`src/rtl/mem_stage_sram_ctrl.sv`:
```
// MEM stage of the 5-stage ARM core: forwards ALU results into MEM/WB and runs each
// LDR/STR as two 16-bit SRAM half-word accesses, freezing the upstream pipeline meanwhile.
module mem_stage_sram_ctrl #(
    parameter int unsigned ADDR_W    = 18,
    parameter int unsigned WAIT_CYC  = 2,
    parameter logic [31:0] BASE_ADDR = 32'd1024
) (
    input  logic              clk,
    input  logic              rst,
    input  logic [31:0]       alu_res_in,
    input  logic [31:0]       val_rm_in,
    input  logic [3:0]        dest_in,
    input  logic              wb_en_in,
    input  logic              mem_r_en_in,
    input  logic              mem_w_en_in,
    output logic              freeze,
    output logic [ADDR_W-1:0] sram_addr,
    output logic [15:0]       sram_wdata,
    input  logic [15:0]       sram_rdata,
    output logic              sram_we_n,
    output logic              sram_oe_n,
    output logic              wb_en_out,
    output logic              mem_r_en_out,
    output logic [31:0]       alu_res_out,
    output logic [31:0]       mem_data_out,
    output logic [3:0]        dest_out
);

    localparam int unsigned      CNT_W    = (WAIT_CYC > 1) ? $clog2(WAIT_CYC) : 1;
    localparam logic [CNT_W-1:0] CNT_LAST = CNT_W'(WAIT_CYC - 1);

    localparam logic [1:0] ST_IDLE = 2'd0;
    localparam logic [1:0] ST_LO   = 2'd1;
    localparam logic [1:0] ST_HI   = 2'd2;
    localparam logic [1:0] ST_DONE = 2'd3;

    logic [1:0]        state_q, state_d;
    logic [CNT_W-1:0]  cnt_q, cnt_d;
    logic [15:0]       rd_lo_q, rd_lo_d;
    logic [15:0]       rd_hi_q, rd_hi_d;

    logic              wb_en_q, wb_en_d;
    logic              mem_r_en_q, mem_r_en_d;
    logic [31:0]       alu_res_q, alu_res_d;
    logic [31:0]       mem_data_q, mem_data_d;
    logic [3:0]        dest_q, dest_d;

    logic              mem_op;
    logic              is_store;
    logic              phase_last;
    logic [31:0]       off;
    logic [ADDR_W-1:0] lo_addr;
    logic [ADDR_W-1:0] hi_addr;

    assign mem_op     = mem_r_en_in | mem_w_en_in;
    // A request with both enables set is a load; it must never write.
    assign is_store   = mem_w_en_in & ~mem_r_en_in;
    assign phase_last = (cnt_q == CNT_LAST);
    assign freeze     = mem_op & (state_q != ST_DONE);

    // Word-aligned half-word pair; out-of-range addresses simply wrap.
    assign off     = alu_res_in - BASE_ADDR;
    assign lo_addr = ADDR_W'(off >> 1) & ~ADDR_W'(1);
    assign hi_addr = lo_addr | ADDR_W'(1);

    always_comb begin
        state_d = state_q;
        cnt_d   = cnt_q;
        rd_lo_d = rd_lo_q;
        rd_hi_d = rd_hi_q;
        unique case (state_q)
            ST_IDLE: begin
                if (mem_op) begin
                    state_d = ST_LO;
                    cnt_d   = '0;
                end
            end
            ST_LO: begin
                if (phase_last) begin
                    state_d = ST_HI;
                    cnt_d   = '0;
                    if (mem_r_en_in) begin
                        rd_lo_d = sram_rdata;
                    end
                end else begin
                    cnt_d = cnt_q + 1'b1;
                end
            end
            ST_HI: begin
                if (phase_last) begin
                    state_d = ST_DONE;
                    cnt_d   = '0;
                    if (mem_r_en_in) begin
                        rd_hi_d = sram_rdata;
                    end
                end else begin
                    cnt_d = cnt_q + 1'b1;
                end
            end
            ST_DONE: begin
                state_d = ST_IDLE;
                cnt_d   = '0;
            end
            default: begin
                state_d = ST_IDLE;
                cnt_d   = '0;
            end
        endcase
    end

    always_comb begin
        sram_addr  = '0;
        sram_wdata = '0;
        sram_we_n  = 1'b1;
        sram_oe_n  = 1'b1;
        if ((state_q == ST_LO) || (state_q == ST_HI)) begin
            sram_addr = (state_q == ST_HI) ? hi_addr : lo_addr;
            if (is_store) begin
                sram_we_n  = 1'b0;
                sram_wdata = (state_q == ST_HI) ? val_rm_in[31:16] : val_rm_in[15:0];
            end else if (mem_r_en_in) begin
                sram_oe_n = 1'b0;
            end
        end
    end

    // While frozen, MEM/WB emits a bubble but keeps its data fields.
    always_comb begin
        wb_en_d    = wb_en_q;
        mem_r_en_d = mem_r_en_q;
        alu_res_d  = alu_res_q;
        mem_data_d = mem_data_q;
        dest_d     = dest_q;
        if (freeze) begin
            wb_en_d    = 1'b0;
            mem_r_en_d = 1'b0;
        end else begin
            wb_en_d    = wb_en_in;
            mem_r_en_d = mem_r_en_in;
            alu_res_d  = alu_res_in;
            mem_data_d = {rd_hi_q, rd_lo_q};
            dest_d     = dest_in;
        end
    end

    always_ff @(posedge clk or posedge rst) begin
        if (rst) begin
            state_q    <= ST_IDLE;
            cnt_q      <= '0;
            rd_lo_q    <= '0;
            rd_hi_q    <= '0;
            wb_en_q    <= 1'b0;
            mem_r_en_q <= 1'b0;
            alu_res_q  <= '0;
            mem_data_q <= '0;
            dest_q     <= '0;
        end else begin
            state_q    <= state_d;
            cnt_q      <= cnt_d;
            rd_lo_q    <= rd_lo_d;
            rd_hi_q    <= rd_hi_d;
            wb_en_q    <= wb_en_d;
            mem_r_en_q <= mem_r_en_d;
            alu_res_q  <= alu_res_d;
            mem_data_q <= mem_data_d;
            dest_q     <= dest_d;
        end
    end

    assign wb_en_out    = wb_en_q;
    assign mem_r_en_out = mem_r_en_q;
    assign alu_res_out  = alu_res_q;
    assign mem_data_out = mem_data_q;
    assign dest_out     = dest_q;

endmodule
```
`config.mk`:
```
export PLATFORM = sky130hd
export DESIGN_NAME = mem_stage_sram_ctrl
export DESIGN_NICKNAME = d
export VERILOG_FILES = /design/src/rtl/mem_stage_sram_ctrl.sv
export SDC_FILE = /design/constraint.sdc
export NUM_CORES = 1
export LEC_CHECK = 0
export BUFFER_PORTS_ARGS = -buffer_cell sky130_fd_sc_hd__buf_2
export CORE_UTILIZATION = 40
export CTS_CLUSTER_DIAMETER = 30
export CTS_CLUSTER_SIZE = 20
export DETAILED_ROUTE_END_ITERATION = 8
export PLACE_DENSITY_LB_ADDON = 0.15
export SLEW_MARGIN = 30
export SYNTH_ARGS = -nofsm -noshare
export SYNTH_HDL_FRONTEND = slang
export SYNTH_SLANG_ARGS = --single-unit
```
`constraint.sdc`:
```
create_clock -name clk -period 3.2 [get_ports clk]
set_input_delay 0.48 -clock clk [delete_from_list [all_inputs] [get_ports clk]]
set_output_delay 0.48 -clock clk [all_outputs]
set_load 0.02 [all_outputs]
```
* Word level (Yosys, flattened, before mapping)
Index checks and enable logic that the tools add are counted.
** Word-level totals
- ROM bits :: 0
- Latch bits :: 0
- Memories :: 0
- Input port bits :: 89
- Word-level logic and storage cells :: 47
- Output and inout port bits :: 107
- Register bits :: 105
- RAM bits :: 0
** Cells by class
- Shifts and indexed selects :: 0
- Add/sub/neg operators :: 2
- Multiplexer cells :: 19
- $lt $le $gt $ge :: 0
- Equality and inequality tests :: 7
- Bitwise logic cells :: 4
- Multipliers :: 0
- Reductions and logical operators :: 6
- Divide/modulo/power cells :: 0
** Operators by type and width (number)
- $mux 16 :: 3
- $sub 19x11->19 const B :: 1
- $mux 18 :: 1
- $mux 1 :: 10
- $reduce_and 3->1 :: 3
- $ne 2x2->1 const B :: 4
- $pmux 2 s4 :: 1
- $mux 2 :: 3
- $eq 2x2->1 const B :: 2
- $pmux 1 s3 :: 1
- $and 1x1->1 :: 2
- $eq 2x1->1 const B :: 1
- $logic_not 2->1 :: 1
- $reduce_or 2->1 :: 1
- $add 1x1->1 const B :: 1
- $logic_or 1x1->1 :: 1
- $not 1->1 :: 1
- $or 1x1->1 :: 1

* Logic depth before layout (Yosys ltp)
- Depth in word-level cells :: 4
- Depth in mapped cells :: 6

* Worst setup path after synthesis
No wires, ideal clock.
- Path kind :: input to output
- Start :: input port alu_res_in[10]
- End :: output port sram_addr[17]
- Data arrival time :: 1.863 ns
- Path buffers :: 0
- Path slack :: 0.857 ns
- Cell stages on the path :: 5
- Cell sequence :: inv_1 ha_1 or4b_4 nor4_1 mux2i_1
** On the way
- Cells in the longest elaborated chain, start to end :: 2
** Ends and longest elaborated chain
- start, declared :: line 10 : input logic [31:0] alu_res_in,
- $sub 19x11->19 :: line 62 : assign off = alu_res_in - BASE_ADDR;
- $mux 18 :: line 116 : if ((state_q == ST_LO) || (state_q == ST_HI)) begin
- end, declared :: line 17 : output logic [ADDR_W-1:0] sram_addr,
Every way passes these cells.

* Worst setup path in the final report
- Start :: register state_q[0]
- End :: output port sram_wdata[15]
** On the way
- Cells in the longest elaborated chain, start to end :: 4
- Elaborated cells between the ends (all ways) :: 6
** Ends and longest elaborated chain
- start, declared :: line 37 : logic [1:0] state_q, state_d;
- start signal, assigned :: line 158 : state_q <= state_d;
- $eq 2x2->1 :: line 116, 120
- $mux 16 :: line 120 : sram_wdata = (state_q == ST_HI) ? val_rm_in[31:16] : val_rm_in[15:0];
- $mux 16 :: line 118 : if (is_store) begin
- $mux 16 * :: line 116
- end, declared :: line 18 : output logic [15:0] sram_wdata,
Mark *: on every way between the ends. The rest lies on a longest branch, timed or not.

==> qor.yml <==
floorplanning:
  placeableCoreArea_um2: 10840
  rows: 38
  io_pins: 196
  die-area_um2: 11550
  start_util_pct: 41.04
  die_h_um: 107.5
  die_x_um: 107.5
finish:
  n_antenna_cell: 0
  areaGrowthSynthToFinish_pct: 30.31
  nNetsFinal: 604
  fin_area_um2: 5798
  drive_gt1_share_pct: 62.52
place:
  dp_hpwl_um: 6998
  place_congestion: 0.7673
  dpl_cell_area_um2: 5620
  numPortBuffers: 195
worst_setup_path:
  critPathLaunchType: "flop"
  cp_slowest_cell: "nand3b_1"
  worst-path-max-fanout: 17
  critical_path_class: "reg -> out"
  worstPathArrival_ps: 2020
  critPathMaxStageDelay_ps: 450
  path_cells: "inv_1 -> ha_1 -> nand3b_1 -> nor2_1 -> buf_2"
  critical_path_required_ps: 2720
  cp-end-kind: "primary output"
synthesis:
  yosysSeqAreaShare_pct: 59.06
  yosysUniqueCellTypes: 27
  synthArstFlopShare_pct: 100.0
  yosysMostFrequentCell: "dfrtp_1"
  synth_area_leaders: "dfrtp_1 (59%), mux2_2 (26%), mux2i_1 (4.3%)"
  synthCells: 311
  synth_seq_cells: 105
  synth_ff_type: "dfrtp_1"
  yosysTopAreaCell: "dfrtp_1"
  synth_top_area_share_pct: 59.06
  ys_warn_count: 0
  netlist_area_um2: 4449
  synth_commonest_cells: "dfrtp_1 (105), mux2_2 (101), mux2i_1 (19), nor2_1 (19)"
  synth_edf_count: 0
  synth_nets: 405
  syn_avg_cell_area_um2: 14.31
drt:
  wl_per_cell_um: 14.77
  ant_nets: 0
  drc: 0
  drt_iter0_drc: 178
  vias_per_cell: 4.800
  drt_first_pass_iters: 7
  vias: 3144
  postRouteWirelength_um: 9673
cts:
  cts_tree: "done"
  cts_setup_buffers: 0
  post_cts_resized: 0
  clk_path_buf_depth: 2
  cts.reportedPaths.clkPinSlew_ps: 100
  cts_hold_buf: 0
  numCtsBuffers: 9
  cts_sinks: 105
  root_buffer: "clkbuf_8"
  clk_latency_ps: 360
  htreeDepth: 3
grt:
  grt_pass1_wl_um: 14920
  grt_overflow: 0
  grt_max_degree: 106
  antenna_found_initial: 0
  grt_pass1_vias: 2987
  grt_use_total_pct: 17.03
timing:
  setup_viol: 0
  finalSetupTns_ps: 0
  finalCritPeriodShare_pct: 78.26
  tightest_slew_ps: 647.4
  final.setup_skew_ps: 7.896
  final.min_clock_period_ps: 2504
  fmaxAchievable_ghz: 0.3993
  rsz0062_at_grt: "false"
  hold_viol_final: 0
  slew_headroom_pct: 56.74
  drv_slew: 0
worst_hold_path:
  hp-class: "in -> async"
run:
  cap_viol_max_count: 0
outcome:
  status: "finished, final reports clean"
power_and_ir_drop:
  p_leak_uw: 0.002904
  power_density_nw_per_um2: 1048
  peakVddDrop_mv: 0.4668
-- worst paths after layout --
kind                            cells after the start  slack, ps            from              end
worst max-delay path                                5        700      state_q[0]   sram_wdata[15]
worst min-delay path                                3        270             rst  alu_res_out[14]
worst max register to register                      4       1200      state_q[0]  mem_data_out[2]
worst min register to register                      1        500  alu_res_out[4]   alu_res_out[4]
max in group asynchronous                           3       2500             rst            cnt_q
min in group clk                                    2        340  alu_res_in[22]  alu_res_out[22]
-- critical path, delay by kind of cell, from the launching register on --
family / cells / cell delay [ps]
flops: 1 / 380
fa+ha+maj: 1 / 300
simple gates: 2 / 700
buf+inv: 2 / 270
-- sequential cells by signal, indices dropped and copies added, names as in the netlist --
| name | count |
|---|---|
| alu_res_out | 32 |
| mem_data_out | 32 |
| rd_hi_q | 16 |
| rd_lo_q | 16 |
| dest_out | 4 |
| state_q | 2 |
| cnt_q | 1 |
| mem_r_en_out | 1 |
| wb_en_out | 1 |
-- cell families after synthesis --
logic type	synth area share (%)
mux	29.84
fa+ha+maj	1.406
simple gates	5.652
flops	59.06
xor+xnor	0.1969
buf+inv	2.137
compound gates	1.715
-- area by class of cell --
type | count | area, um2
multi-input combinational | 185 | 1739
timing repair buffer | 202 | 1054
fill | 951 | 5042
tap | 140 | 175.2
clock inverter | 4 | 27.53
sequential | 105 | 2628
clock buffer | 12 | 145.1
inverter | 7 | 30.03
-- per-stage QoR --
step                      util [%]  std cells  total power, uW  hold slack (ps)  setup WS, ps
after global routing         53.49        655             6481            316.1         478.5
after global placement       51.85        639             5354            478.8         763.1
after CTS                    53.44        655             6172            287.4         641.9
after detailed placement     51.85        639             5423            486.7         728.2
after floorplan                  -        311             4412            475.0         856.6
final                        53.49        655             6078            267.0         695.7
-- cells in the final DEF, fill, tap and decap left out, drive strengths merged --
cell type and instances:
a211oi 1, a21boi 4, a21oi 1, and2 10
buf 202, clkbuf 12, clkinv 3, clkinvlp 1
dfrtp 105, ha 5, inv 7, mux2 101
mux2i 19, nand2 5, nand2b 2, nand3 2
nand3b 1, nor2 19, nor2b 3, nor4 2
o21ai 2, o2bb2ai 1, o31ai 2, or3 2
or4 1, or4b 1, xor2 1
-- power breakdown --
group          leakage (uW)  internal, uW  switching [uW]  total, uW
sequential          0.00126          1990             301       2290
clock             0.0000907           307             426        733
combinational       0.00155          1350            1700       3050
total               0.00290          3650            2430       6080
-- metal layers --
layer  track usage [%]  wire length [um]
met5                 0                 0
met4             6.458               108
met3             4.843               820
met1             21.21              4129
met2             28.06              4615
Power figures use the tool's default switching activity.
